===== src/rtl/incr_button_conditioner.sv =====
`default_nettype none
// ============================================================================
// Module   : incr_button_conditioner
// Purpose  : Turns a raw, bouncy, asynchronous push-button into clean
//            single-cycle increment strobes in the BrdClk domain, with
//            synchronization, symmetric debounce and optional hold-to-repeat.
// Ports    : BrdClk     - board clock, all state on its rising edge
//            aReset     - asynchronous active-high reset
//            aButton    - raw button level, 1 = pressed
//            bRepeatEn  - 1 = auto-repeat allowed while held
//            bPressed   - debounced button level (registered)
//            bIncrPulse - one-cycle increment strobe (registered)
//            bRepeating - high while the auto-repeat state is active
// Revision : 1.0 - initial release
// ============================================================================
module incr_button_conditioner #(
    parameter int SYNC_STAGES         = 2,
    parameter int DEBOUNCE_CYCLES     = 1000000,
    parameter int REPEAT_DELAY_CYCLES = 50000000,
    parameter int REPEAT_RATE_CYCLES  = 20000000
) (
    input  logic BrdClk,
    input  logic aReset,
    input  logic aButton,
    input  logic bRepeatEn,
    output logic bPressed,
    output logic bIncrPulse,
    output logic bRepeating
);

    localparam int c_CNT_W   = $clog2(DEBOUNCE_CYCLES + 1);
    localparam int c_TMR_MAX = (REPEAT_DELAY_CYCLES > REPEAT_RATE_CYCLES) ?
                               REPEAT_DELAY_CYCLES : REPEAT_RATE_CYCLES;
    localparam int c_TMR_W   = $clog2(c_TMR_MAX);

    localparam logic [c_CNT_W-1:0] c_DB_LAST    = c_CNT_W'(DEBOUNCE_CYCLES - 1);
    localparam logic [c_CNT_W-1:0] c_CNT_ONE    = c_CNT_W'(1);
    localparam logic [c_TMR_W-1:0] c_DELAY_LAST = c_TMR_W'(REPEAT_DELAY_CYCLES - 1);
    localparam logic [c_TMR_W-1:0] c_RATE_LAST  = c_TMR_W'(REPEAT_RATE_CYCLES - 1);
    localparam logic [c_TMR_W-1:0] c_TMR_ONE    = c_TMR_W'(1);

    typedef enum logic [1:0] {
        ST_IDLE   = 2'd0,
        ST_HOLD   = 2'd1,
        ST_REPEAT = 2'd2
    } state_t;

    logic [SYNC_STAGES-1:0] sync_q,    sync_d;
    logic [c_CNT_W-1:0]     db_cnt_q,  db_cnt_d;
    logic                   pressed_q, pressed_d;
    state_t                 state_q,   state_d;
    logic [c_TMR_W-1:0]     timer_q,   timer_d;
    logic                   pulse_q,   pulse_d;
    logic                   w_sync;

    // ------------------------------------------------------------------
    // Synchronizer: aButton is sampled nowhere else.
    // ------------------------------------------------------------------
    assign w_sync = sync_q[SYNC_STAGES-1];

    always_comb begin
        sync_d = {sync_q[SYNC_STAGES-2:0], aButton};
    end

    // ------------------------------------------------------------------
    // Debounce: the level is accepted only after DEBOUNCE_CYCLES
    // consecutive mismatching cycles; any agreeing cycle restarts the run.
    // ------------------------------------------------------------------
    always_comb begin
        pressed_d = pressed_q;
        db_cnt_d  = '0;
        if (w_sync != pressed_q) begin
            if (db_cnt_q == c_DB_LAST) begin
                pressed_d = ~pressed_q;
            end else begin
                db_cnt_d = db_cnt_q + c_CNT_ONE;
            end
        end
    end

    // ------------------------------------------------------------------
    // Pulse / auto-repeat FSM. Release is tested first so that a release
    // landing on a timer expiry never produces a strobe.
    // ------------------------------------------------------------------
    always_comb begin
        state_d = state_q;
        timer_d = timer_q;
        pulse_d = 1'b0;
        case (state_q)
            ST_IDLE: begin
                timer_d = '0;
                // IDLE is only ever entered with the level low, so a high
                // level seen here is always a fresh press.
                if (pressed_q) begin
                    pulse_d = 1'b1;
                    state_d = ST_HOLD;
                end
            end
            ST_HOLD: begin
                if (!pressed_q) begin
                    state_d = ST_IDLE;
                    timer_d = '0;
                end else if (!bRepeatEn) begin
                    // Keeping the timer at zero makes the delay restart
                    // from scratch when repeat is re-enabled.
                    timer_d = '0;
                end else if (timer_q == c_DELAY_LAST) begin
                    pulse_d = 1'b1;
                    state_d = ST_REPEAT;
                    timer_d = '0;
                end else begin
                    timer_d = timer_q + c_TMR_ONE;
                end
            end
            ST_REPEAT: begin
                if (!pressed_q) begin
                    state_d = ST_IDLE;
                    timer_d = '0;
                end else if (!bRepeatEn) begin
                    state_d = ST_HOLD;
                    timer_d = '0;
                end else if (timer_q == c_RATE_LAST) begin
                    pulse_d = 1'b1;
                    timer_d = '0;
                end else begin
                    timer_d = timer_q + c_TMR_ONE;
                end
            end
            default: begin
                state_d = ST_IDLE;
                timer_d = '0;
            end
        endcase
    end

    always_ff @(posedge BrdClk or posedge aReset) begin
        if (aReset) begin
            sync_q    <= '0;
            db_cnt_q  <= '0;
            pressed_q <= 1'b0;
            state_q   <= ST_IDLE;
            timer_q   <= '0;
            pulse_q   <= 1'b0;
        end else begin
            sync_q    <= sync_d;
            db_cnt_q  <= db_cnt_d;
            pressed_q <= pressed_d;
            state_q   <= state_d;
            timer_q   <= timer_d;
            pulse_q   <= pulse_d;
        end
    end

    assign bPressed   = pressed_q;
    assign bIncrPulse = pulse_q;
    assign bRepeating = (state_q == ST_REPEAT);

endmodule
`default_nettype wire

===== config.mk =====
export PLATFORM = sky130hd
export DESIGN_NAME = incr_button_conditioner
export DESIGN_NICKNAME = d
export VERILOG_FILES = /design/src/rtl/incr_button_conditioner.sv
export SDC_FILE = /design/constraint.sdc
export NUM_CORES = 1
export LEC_CHECK = 0
export BUFFER_PORTS_ARGS = -buffer_cell sky130_fd_sc_hd__buf_4
export CAP_MARGIN = 30
export CORE_ASPECT_RATIO = 0.7
export CORE_UTILIZATION = 40
export CTS_BUF_LIST = sky130_fd_sc_hd__clkbuf_4 sky130_fd_sc_hd__clkbuf_8
export DETAILED_ROUTE_END_ITERATION = 16
export RECOVER_POWER = 25
export SYNTH_ARGS = -nofsm -noshare
export SYNTH_HDL_FRONTEND = slang
export SYNTH_SLANG_ARGS = --single-unit
export TNS_END_PERCENT = 50

===== constraint.sdc =====
create_clock -name BrdClk -period 3.6 [get_ports BrdClk]
set_input_delay 0.18 -clock BrdClk [delete_from_list [all_inputs] [get_ports BrdClk]]
set_output_delay 0.18 -clock BrdClk [all_outputs]
set_load 0.02 [all_outputs]

# Word-level counts from Yosys, hierarchy flattened
# Index checks and enable logic that the tools add are counted.
# word_totals
ramBits	0
latch_bits	0
in_bits	4
mem_count	0
word_cells	46
romBits	0
reg_bits	52
# classes
shift	0
mux	24
add_sub_neg	2
mul	0
n_lt_le_gt_ge	0
bitwise	1
reduce_logical	3
eq_ne	10
div	0
# op_table
cell	count
$mux W26	6
$pmux W26 S2	1
$mux W20	2
$add A26 B1 Y26 const B	1
$eq A26 B25 Y1 const B	1
$eq A26 B26 Y1 const B	1
$add A20 B1 Y20 const B	1
$eq A20 B20 Y1 const B	1
$mux W2	6
$ne A3 B3 Y1 const B	3
$mux W1	7
$pmux W2 S3	1
$reduce_and A4 Y1	1
$pmux W1 S3	1
$eq A2 B1 Y1 const B	1
$eq A2 B2 Y1 const B	1
$logic_not A2 Y1	1
$ne A2 B2 Y1 const B	1
$reduce_and A2 Y1	1
$ne A1 B1 Y1	1
$not A1 Y1	1

# Depth between registers and ports, before layout
# Gate-level depths: netlist (run 1).
# depth
depth_word	5
depth_mapped	6

# Least setup slack after synthesis (run 1)
# Ideal clock, no wire load.
# synth_path
path_kind	reg-to-reg
from	reg timer_q[0]
to	reg timer_q[24]
path_buffers	0
arrival_ps	2000
required_ps	3506
path_slack_ps	1505
setup_time_ps	94
stages_incl_launch_ff	6
cell_sequence	dfrtp_1 ha_1 nand4_2 or4_4 or4_1 a221oi_2
# synth_via
elab_chain_len	5
word_cells_on_any_way	10
# synth_lines
element	line_no	rtl
start: declaration	52	logic [c_TMR_W-1:0] timer_q, timer_d;
start signal: assignment	149	timer_q <= timer_d;
$add A26 B1 Y26 (tied with other cells)	112, 126	
$mux W26 (on tied branches)	122, 107	
$mux W26 (on tied branches)	119, 103	
$mux W26 (on tied branches)	116, 100	
$pmux W26 S2 (*)	89	case (state_q)
via timer_d[24]	52	
# Mark *: on every way through the listed nets, which the timed path passes. The rest lies on a longest branch.
# A chain may end at the register's enable or synchronous reset.

# Worst setup path in the final report (run 1)
# layout_path
from	reg timer_q[17]
to	reg timer_q[6]
# layout_via
elab_chain_len	5
word_cells_on_any_way	9
# layout_lines
element	line_no
$eq A26 B25 Y1 or $eq A26 B26 Y1 (tied branches)	122, 107
$mux W26 (on tied branches)	122, 107
$mux W26 (on tied branches)	119, 103
$mux W26 (on tied branches)	116, 100
$pmux W26 S2 (*)	89
via timer_d[6]	52
# Marks and branches as above.

==> summary.md, run 1 <==
| Metric | Value |
|---|---|
| Status | `completed` |
| Ports | `7` |
| Antenna diodes | `0` |
| Top post-synthesis cells by area | `dfrtp_1 44%, a211oi_1 3.8%, nand3_1 3.4%` |
| Asr flop ratio synth | `between 90% and 100%` |
| Area delta synth->final | `7.48%` |
| Post-Route WL | `6350 microns` |
| Core Util, Final | `a little under half` |
| Clock Pin Slew Worst Setup and Hold Paths | `90 ps` |
| Achievable clock frequency | `406 MHz` |
| Initial Utilization | `42.4%` |
| Hold path cells | `4` |
| Die width | `105 microns` |
| Post-synthesis compound-gate area fraction | `16.9%` |
| Final #Nets | `311` |
| P_leak | `approximately 1.1 nW` |
| CP max FO | `25` |
| Initial antenna violation count | `0` |
| DRC | `0` |
| Unrepaired setup endpoints after global routing | `no` |
| Sequential area share after synthesis | `approximately 44%` |
| Post-DP HPWL | `4320 microns` |
| Syn Inst Count | `298` |
| FF+latch count, synth | `52` |
| Met2 Use GR | `24.7%` |
| Crit Path Class | `reg -> reg` |
| Vias in the first global route | `2161` |
| Routing usage on met1 | `roughly 27%` |
| First-pass GRT wire length | `10700 microns` |
| Synth Area in XOR/XNOR | `6.54%` |
| Met3 GRT Util | `4.35%` |
| Number of flops mapped to enable cells by yosys | `0` |
| Max cap viols | `0` |
| GRT Residual Overflow | `0` |
| Post-synth top area cell | `dfrtp_1` |
| Layout cells sized above 1 | `about a tenth` |
| Place WS | `1200 ps` |
| Grt peak-use layer | `met1` |
| Port Buf Inserts | `6` |
| RD Place Congestion | `0.832` |
| DR WL/cell | `between 15 and 20 microns` |
| Yosys Warn Count | `0` |
| Via density | `5.96` |
| Sink Count | `between 50 and 60` |
| Overall Power | `0.974 mW` |
| TritonCTS clock tree | `done` |
| Peak VDD IR | `0.000150 V` |
| Die height | `73.8 microns` |
| Post-Synth Simple-Gate Area | `around 25%` |
| Least-Margin Pin Slew | `1170 ps` |
| Area after DPL | `a little over 3000 sq um` |
| Tcrit/Tclk final | `68.4%` |
| Syn avg cell area | `9.88 sq um` |
| Setup ws final | `1140 ps` |
| Synth top area share | `44.2%` |
| Fin Clk Skew | `8.65 ps` |
| Data arrival, critical path | `approximately 2600 ps` |
| Startpoint Class | `flop` |
| Post-CTS resize count | `0` |
| Count of final setup violators | `0` |
| Clk Latency, worst-skew pair | `310 ps` |
| Rows | `25` |
| Drt first pass iters | `4` |
| CP Capture Type | `flop` |
| Portion of netlist area occupied by mux cells | `0.722%` |
| H-tree depth | `2` |
| Die area | `7710 sq um` |
| Cell area after layout | `3160 sq um` |
| First DRT Iteration DRCs | `162` |
| Largest family of logic cells by synthesized area | `simple AND/OR/NAND/NOR gates` |
| Final Hold Fails | `0` |
| HP Class | `in -> reg` |
| Slew Limit Fails | `0` |
| Vias | `2359` |
| Clk root buf | `clkbuf_8` |
| Syn Std Cell Area | `roughly 2900 sq um` |
| Final min period | `2460 ps` |
| Clock Path Buffers | `2` |
| Setup TNS | `0 ps` |
| Final ANT Viol Nets | `0` |
| Most instantiated cells after synthesis | `52 x dfrtp_1, 20 x nand3_1, 16 x nor2_1, 16 x or3_1` |
| Largest net degree at the start of global routing | `29` |
| Adder and majority gate portion of the synthesized area | `2.55%` |
| Total CTS buffers | `5` |
| Worst path required time | `3740 ps` |
| Core Area | `6940 sq um` |
| Gr usage total | `approximately 18%` |
| Max-slew headroom | `22.1%` |
| Yosys cell types | `47` |
| PwrDens | `308 nW/um^2` |
| Top-count cell post-synth | `dfrtp_1` |
| Top_reg_cell synth | `dfrtp_1` |
| Worst-case reg-to-reg path depth | `4` |
| Syn Nets | `about 310` |
## layout make-up
cell class | instances | area [sq um]
Clock buffer | 8 | 97.6
Inverter | 15 | 56.3
Multi-Input combinational cell | 217 | 1520
Timing Repair Buffer | 10 | 76.3
Fill cell | 673 | 3780
Sequential cell | 52 | 1300
Tap cell | 94 | 118
## critical path: stages, from the launching register on
cell	delay, ps
dfrtp_1	460
or4_1	540
nor4_1	420
a31o_2	640
a2111oi_0	240
## power breakdown
part / internal [mW] / total, mW / switching [mW]
clock network: 0.172 / 0.356 / 0.184
registers: 0.587 / 0.590 / 0.00261
logic: 0.00790 / 0.0285 / 0.0206
## registers in the layout (all words and copies together), names as in the netlist
signal	cells
sync_q	2
state_q	2
db_cnt_q	20
bIncrPulse	1
bPressed	1
timer_q	26
## cell families (layout without fill, tap and decap cells)
| kind of cell | count (synthesis) | in the layout |
|---|---|---|
| mux | 2 | 2 |
| xor+xnor | 22 | 22 |
| simple gates | 121 | 121 |
| buf+inv | 29 | 33 |
| flops | 52 | 52 |
| compound gates | 66 | 66 |
| fa+ha+maj | 6 | 6 |
## stage by stage
step	hold slack [ps]	cells
2_1_floorplan	211	298
6_report	282	396
5_1_grt	323	396
3_5_place_dp	291	386
4_1_cts	270	396
3_3_place_gp	291	386
## final timing paths
kind | slack, ps | to | from
setup / recovery | 1140 | timer_q[6] | timer_q[17]
hold / removal | 280 | state_q[1] | bRepeatEn
setup reg to reg | 1140 | timer_q[6] | timer_q[17]
hold reg to reg | 360 | sync_q[1] | sync_q[0]
max in group asynchronous | 1910 | timer_q[4] | aReset
min in group asynchronous | 730 | timer_q[18] | aReset
## layer usage
layer / vias up / wire (microns)
met3: 10 / 362
li1: 1133 / -
met1: 1158 / 3320
met5: - / 0
met2: 58 / 2590
met4: 0 / 80
## layout by cell type, fill, tap and decap left out, types with 4 or more instances in the layout
cell / count
or4_1: 11
ha_1: 6
or3_1: 16
a211oi_1: 15
dfrtp_1: 52
clkbuf_8: 6
nor2_1: 16
buf_4: 5
o31ai_1: 8
a221oi_1: 7
o21ai_0: 15
and2_1: 5
clkbuf_4: 4
nand2_1: 14
inv_1: 15
a21oi_1: 9
xor2_1: 11
nand4_1: 11
a221oi_2: 5
nand3_1: 20
xnor2_1: 11
nor4_1: 4
## repair_timing
action	in CTS	in global routing
hold buffers	2	0
hold endpoints to repair	28	0
buffers inserted	0	0
Power figures use the tool's default switching activity.
==> run 2: changes to the inputs <==
==> constraint.sdc (replaced) <==
create_clock -name BrdClk -period 2.4 [get_ports BrdClk]
set_input_delay 0.12 -clock BrdClk [delete_from_list [all_inputs] [get_ports BrdClk]]
set_output_delay 0.12 -clock BrdClk [all_outputs]
set_load 0.02 [all_outputs]
==> run 2 against run 1 <==
  * Critical path depth increased by 1
  * Highest routed layer unchanged
  * Count of clock-buffer cells in the layout down 3
  * Via count up 0.55%
  * Sequential power increased by 50%
  * Routed wire length grew 1.2%
  * Critical endpoint is now timer_q[24]
  * Register-to-register slack worse by 940 ps
  * Critical path type unchanged
  * Largest cell class unchanged
==> summary.md, run 2 (synthesized netlist as in run 1, its figures left out) <==
| Metric | Value |
|---|---|
| Achievable clock frequency | `454 MHz (+12%)` |
| Psw | `0.330 mW (+60%)` |
| TritonCTS clock tree | `done` |
| Data arrival, critical path | `2430 ps (-170 ps)` |
| Rows | `25 (unchanged)` |
| Die area | `7710 sq um (unchanged)` |
| Crit-path leading delay family | `simple AND/OR/NAND/NOR gates` |
| Startpoint Class | `flop` |
| Vias in the first global route | `2239 (+3.6%)` |
| Final #Nets | `328 (+5.5%)` |
| Sink Count | `52 (unchanged)` |
| HP Class | `in -> reg` |
| Post-CTS resize count | `0 (unchanged)` |
| Final Hold Fails | `0 (unchanged)` |
| Clock Path Buffers | `2 (unchanged)` |
| Least-Margin Pin Slew | `817 ps (-351 ps)` |
| Reg power frac | `57.7% (-2.8 points)` |
| Most common cell after layout, fill and taps aside | `dfrtp_1` |
| Post-Route WL | `6430 microns (+1.2%)` |
| Gr usage total | `18.1% (+0.20 points)` |
| Post-DP HPWL | `4710 microns (+9.0%)` |
| PwrDens | `461 nW/um^2 (+50%)` |
| Worst-path cell chain | `ha_1 -> nand4_2 -> or4_4 -> or4_1 -> a221oi_2` |
| Peak VDD IR | `0.000295 V (+97%)` |
| Drt first pass iters | `5 (+1)` |
| Gate power share | `3.0% (about the same)` |
| Slew Limit Fails | `0 (unchanged)` |
| Largest net degree at the start of global routing | `26 (-10%)` |
| Unrepaired setup endpoints after global routing | `no` |
| Max reg flops | `26 (unchanged)` |
| Total CTS buffers | `5 (unchanged)` |
| Clock Pin Slew Worst Setup and Hold Paths | `100 ps (about the same)` |
| Max cap viols | `0 (unchanged)` |
| Final ANT Viol Nets | `0 (unchanged)` |
| Most frequent cells in the layout | `52 x dfrtp_1, 20 x nand3_1, 20 x buf_4` |
| First DRT Iteration DRCs | `111 (-31%)` |
| Setup ws final | `198 ps (-941 ps)` |
| CP peak stage delay | `620 ps (-20 ps)` |
| Status | `completed` |
| Fin Clk Skew | `6.32 ps (-2.33 ps)` |
| H-tree depth | `2 (unchanged)` |
| CP max FO | `12 (-52%)` |
| Clk root buf | `clkbuf_8` |
| Count of final setup violators | `0 (unchanged)` |
| Crit Path Class | `reg -> reg` |
| Clock Power Share | `39.3% (+2.8 points)` |
| Place WS | `213 ps (-992 ps)` |
| Setup TNS | `0 ps (unchanged)` |
| Port Buf Inserts | `6 (unchanged)` |
| Slowest-stage cell, CP | `or4_4` |
| Vias | `2372 (+0.55%)` |
| Antenna diodes | `0 (unchanged)` |
| R2r setup slk | `200 ps (-940 ps)` |
| Fill count | `668 (-0.74%)` |
| RD Place Congestion | `0.830 (-0.19%)` |
| Tcrit/Tclk final | `91.7% (+23 points)` |
| Top Registers | `timer_q: 26 flops, db_cnt_q: 20 flops` |
| Final min period | `2200 ps (-259 ps)` |
| Area delta synth->final | `13.1%` |
| Max-slew headroom | `45.5% (+23 points)` |
| Initial Utilization | `42.4% (unchanged)` |
| Ports | `7 (unchanged)` |
| Hold slack | `193 ps (-89.2 ps)` |
| First-pass GRT wire length | `11000 microns (+2.5%)` |
| DRC | `0 (unchanged)` |
| Met3 Wirelength | `396 microns (+9.4%)` |
| Die height | `73.8 microns (unchanged)` |
| Pint | `1.20 mW (+57%)` |
| Die width | `105 microns (unchanged)` |
| Overall Power | `1.53 mW (+57%)` |
| CP Buf/Inv Count | `0 (unchanged)` |
| Worst path required time | `2630 ps (-1110 ps)` |
| P_leak | `1.21 nW (+8.8%)` |
| Layout cells sized above 1 | `15.4% (+4.8 points)` |
| GRT Residual Overflow | `0 (unchanged)` |
| Via density | `5.74 (-3.6%)` |
| Met2 routed WL | `2630 microns (+1.6%)` |
| CP Capture Type | `flop` |
| Core Area | `6940 sq um (unchanged)` |
| Top sig layer | `met4` |
| Routed met1 length | `3330 microns (+0.27%)` |
| Biggest register | `timer_q` |
| Clk Latency, worst-skew pair | `310 ps (about the same)` |
| Initial antenna violation count | `0 (unchanged)` |
| Core Util, Final | `48.0% (+2.4 points)` |
| Sw frac | `21.5% (+0.28 points)` |
| DR WL/cell | `15.6 microns (-2.9%)` |
[run 2: changes by cell type in the layout (fill, tap and decap cells not counted), sizes merged]
| cell | previous run | this run |
|---|---|---|
| bufinv | 0 | 1 |
| clkbuf | 11 | 8 |
| clkinvlp | 0 | 1 |
| buf | 5 | 22 |
| clkinv | 0 | 1 |
[run 2: power groups by stage]
| stage | Combinational [mW] | Sequential [mW] | Clock (mW) |
|---|---|---|---|
| after floorplan | 0.0277 | 0.902 | 0 |
| after global placement | 0.0463 | 0.902 | 0 |
| after detailed placement | 0.0467 | 0.902 | 0 |
| after CTS | 0.0494 | 0.885 | 0.624 |
| after global routing | 0.0540 | 0.886 | 0.662 |
| final | 0.0458 | 0.885 | 0.604 |
[run 2: path summary, 6_finish.rpt]
| kind | startpoint | cells after the start | endpoint |
|---|---|---|---|
| max in group asynchronous | aReset | 4 | db_cnt_q[16] |
| setup reg to reg | timer_q[0] | 5 | timer_q[24] |
| setup / recovery | timer_q[0] | 5 | timer_q[24] |
| min in group asynchronous | aReset | 3 | timer_q[24] |
| hold / removal | bRepeatEn | 4 | state_q[1] |
| hold reg to reg | sync_q[0] | 0 | sync_q[1] |
[run 2: worst min-delay path: stages]
cell	delay (ps)
buf_4	100
a211oi_1	70
nand4_1	90
o211ai_1	80
[run 2: final cells by class]
cell class / instances / area (sq um) / area share [%]
Multi-Input combinational cell: 217 / 1520 / 45.5
Clock buffer: 5 / 68.8 / 2.07
Inverter: 15 / 56.3 / 1.69
Sequential cell: 52 / 1300 / 39.1
Timing Repair Buffer: 27 / 229 / 6.87
Clock inverter: 3 / 42.5 / 1.28
Tap cell: 94 / 118 / 3.53
[run 2: what timing repair did]
action | CTS | global route
setup buffers | 0 | 0
hold buffers | 2 | 0
endpoints found under the hold margin | 13 | 0
[run 2: routing by layer]
layer	global-route usage [%]	vias up
met3	3.73	6
li1	-	1170
met2	26.3	61
met5	0	-
met4	4.44	0
met1	27.2	1135
[run 2: stage by stage]
| stage | cells | area [sq um] |
|---|---|---|
| after CTS | 413 | 3330 |
| after floorplan | 298 | 2940 |
| after global placement | 403 | 3200 |
| after detailed placement | 403 | 3200 |
| after global routing | 413 | 3330 |
| final | 413 | 3330 |
==> run 3: changes to the inputs <==
--- a/config.mk
+++ b/config.mk
@@ -11,7 +11,7 @@
 export CORE_UTILIZATION = 40
 export CTS_BUF_LIST = sky130_fd_sc_hd__clkbuf_4 sky130_fd_sc_hd__clkbuf_8
 export DETAILED_ROUTE_END_ITERATION = 16
-export RECOVER_POWER = 25
+export MAX_ROUTING_LAYER = met4
 export SYNTH_ARGS = -nofsm -noshare
 export SYNTH_HDL_FRONTEND = slang
 export SYNTH_SLANG_ARGS = --single-unit
==> run 3 against run 2 <==
  * Final cell count did not move
  * Maximum frequency grew 0.23%
  * Routed wire length increased by 0.40%
  * Combinational power rose by 3%
  * Worst setup slack improved by 5.2 ps
  * Die area is the same
  * Core utilization up 0.054 points
  * Non-clock buffer count is the same
  * Clock power barely moved
  * Hold slack improved by 4.4 ps
  * Critical endpoint unchanged
  * Flip-flop and latch count unchanged
==> summary.md, run 3 (synthesized netlist as in run 1, its figures left out) <==
| Metric | Value |
|---|---|
| Status | `completed` |
| Setup ws final | `203 ps (+5.16 ps)` |
| CP max FO | `12 (unchanged)` |
| Die area | `7710 sq um (unchanged)` |
| R2R Path Start | `timer_q[0]` |
| Peak VDD IR | `0.000299 V (+1.6%)` |
| Max reg flops | `26 (unchanged)` |
| Clock Path Buffers | `2 (unchanged)` |
| Port Buf Inserts | `6 (unchanged)` |
| HP Class | `in -> reg` |
| DRC | `0 (unchanged)` |
| Die height | `73.8 microns (unchanged)` |
| Gate power share | `3.1% (about the same)` |
| Clk Latency, worst-skew pair | `300 ps (about the same)` |
| Largest net degree at the start of global routing | `26 (unchanged)` |
| Count of final setup violators | `0 (unchanged)` |
| Area delta synth->final | `13.3%` |
| Tcrit/Tclk final | `91.5% (-0.21 points)` |
| Psw | `0.330 mW (about the same)` |
| Total CTS buffers | `5 (unchanged)` |
| Post-DP HPWL | `4710 microns (unchanged)` |
| Final min period | `2200 ps (-5.16 ps)` |
| Achievable clock frequency | `455 MHz (+0.23%)` |
| Clk root buf | `clkbuf_8` |
| Ports | `7 (unchanged)` |
| Data arrival, critical path | `2420 ps (about the same)` |
| Slew Limit Fails | `0 (unchanged)` |
| H-tree depth | `2 (unchanged)` |
| Vias | `2349 (-0.97%)` |
| Antenna diodes | `0 (unchanged)` |
| Cell area after layout | `3330 sq um (+0.11%)` |
| WHS Endpoint | `state_q[1]` |
| Max cap viols | `0 (unchanged)` |
| Layout cells sized above 1 | `16.0% (+0.63 points)` |
| Die width | `105 microns (unchanged)` |
| Final ANT Viol Nets | `0 (unchanged)` |
| First DRT Iteration DRCs | `113 (+1.8%)` |
| Biggest register | `timer_q` |
| Vias in the first global route | `2242 (+0.13%)` |
| Fin Clk Skew | `7.00 ps (+0.678 ps)` |
| Fill count | `666 (-0.30%)` |
| Initial antenna violation count | `0 (unchanged)` |
| PwrDens | `460 nW/um^2 (about the same)` |
| TritonCTS clock tree | `done` |
| Worst path required time | `2620 ps (about the same)` |
| Final #Nets | `328 (unchanged)` |
| P_leak | `1.21 nW (+0.24%)` |
| Via density | `5.69 (-0.97%)` |
| Most common cell after layout, fill and taps aside | `dfrtp_1` |
| First-pass GRT wire length | `11000 microns (-0.19%)` |
| Initial Utilization | `42.4% (unchanged)` |
| Worst-case reg-to-reg path depth | `5 (unchanged)` |
| Hold buffers post-CTS | `2 (unchanged)` |
| Crit Path Class | `reg -> reg` |
| Clock Pin Slew Worst Setup and Hold Paths | `100 ps (about the same)` |
| Reg power frac | `57.6% (about the same)` |
| Least-Margin Pin Slew | `467 ps (-350 ps)` |
| Top Registers | `timer_q: 26 flops, db_cnt_q: 20 flops` |
| GRT Residual Overflow | `0 (unchanged)` |
| Drt first pass iters | `4 (-1)` |
| Unrepaired setup endpoints after global routing | `no` |
| RD Place Congestion | `0.843 (+1.5%)` |
| Pint | `1.21 mW (about the same)` |
| Sw frac | `21.5% (about the same)` |
| Post-CTS setup buffer count | `0 (unchanged)` |
| Gr usage total | `18.6% (+0.53 points)` |
| CP Capture Type | `flop` |
| Post-Route WL | `6450 microns (+0.40%)` |
| Place WS | `213 ps (unchanged)` |
| Startpoint Class | `flop` |
| Hold wc startpoint | `bRepeatEn` |
| Post-CTS resize count | `0 (unchanged)` |
| Reg2Reg Capture Point | `timer_q[24]` |
| Final Hold Fails | `0 (unchanged)` |
| Core Area | `6940 sq um (unchanged)` |
| Max-slew headroom | `68.5% (+23 points)` |
| Clock Power Share | `39.3% (about the same)` |
| Setup TNS | `0 ps (unchanged)` |
| Sink Count | `52 (unchanged)` |
| Area after DPL | `3200 sq um (unchanged)` |
| Most frequent cells in the layout | `52 x dfrtp_1, 23 x buf_4, 20 x nand3_1` |
| DR WL/cell | `15.6 microns (+0.40%)` |
| Hold path cells | `4 (unchanged)` |
| Rows | `25 (unchanged)` |
| R2r setup slk | `200 ps (about the same)` |
[run 3: cell count changes in the layout (fill, tap and decap cells not counted), sizes merged]
cell    delta
clkbuf     -3
buf        +3
[run 3: how the worst max path moves through the flow]
stage	from	endpoint	slack, ps	cells after the start
after CTS	timer_q[0]	timer_q[24]	200	5
after floorplan	timer_q[0]	timer_q[24]	310	5
after detailed placement	timer_q[0]	timer_q[24]	210	5
after global placement	timer_q[12]	timer_q[12]	250	6
final	timer_q[0]	timer_q[24]	200	5
after global routing	timer_q[0]	timer_q[24]	40	5
[run 3: power groups by stage]
stage / clock [mW] / sequential, mW / combinational (mW)
floorplan: 0 / 0.902 / 0.0277
global placement: 0 / 0.902 / 0.0463
detailed placement: 0 / 0.902 / 0.0467
CTS: 0.624 / 0.885 / 0.0494
global route: 0.662 / 0.886 / 0.0552
finish: 0.604 / 0.885 / 0.0470
[run 3: critical path: stages, from the launching register on]
cell      delay, ps
dfrtp_1         390
ha_1            250
nand4_2         110
or4_4           620
or4_1           510
a221oi_2        240
[run 3: cell type report]
cell class                      instances  area (sq um)  area share [%]
Multi-Input combinational cell        217          1520            45.4
Sequential cell                        52          1300            39.0
Timing Repair Buffer                   27           233            6.98
Tap cell                               94           118            3.53
Clock buffer                            5          68.8            2.06
Inverter                               15          56.3            1.69
Clock inverter                          3          42.5            1.28
[run 3: metal layers]
layer / vias up / GRT usage (%) / part of all wire [%]
li1: 1170 / - / -
met1: 1142 / 27.1 / 54
met2: 33 / 26.3 / 41
met3: 4 / 3.73 / 3.5
met4: 0 / 4.44 / 0.82
met5: - / - / 0
[run 3: stage by stage]
step	utilization [%]	total power [mW]	std cells	hold slack (ps)
after CTS	48.0	1.56	413	191
after floorplan	-	0.929	298	151
after detailed placement	46.1	0.949	403	99.0
final	48.0	1.54	413	197
after global routing	48.0	1.60	413	258
after global placement	46.1	0.948	403	101
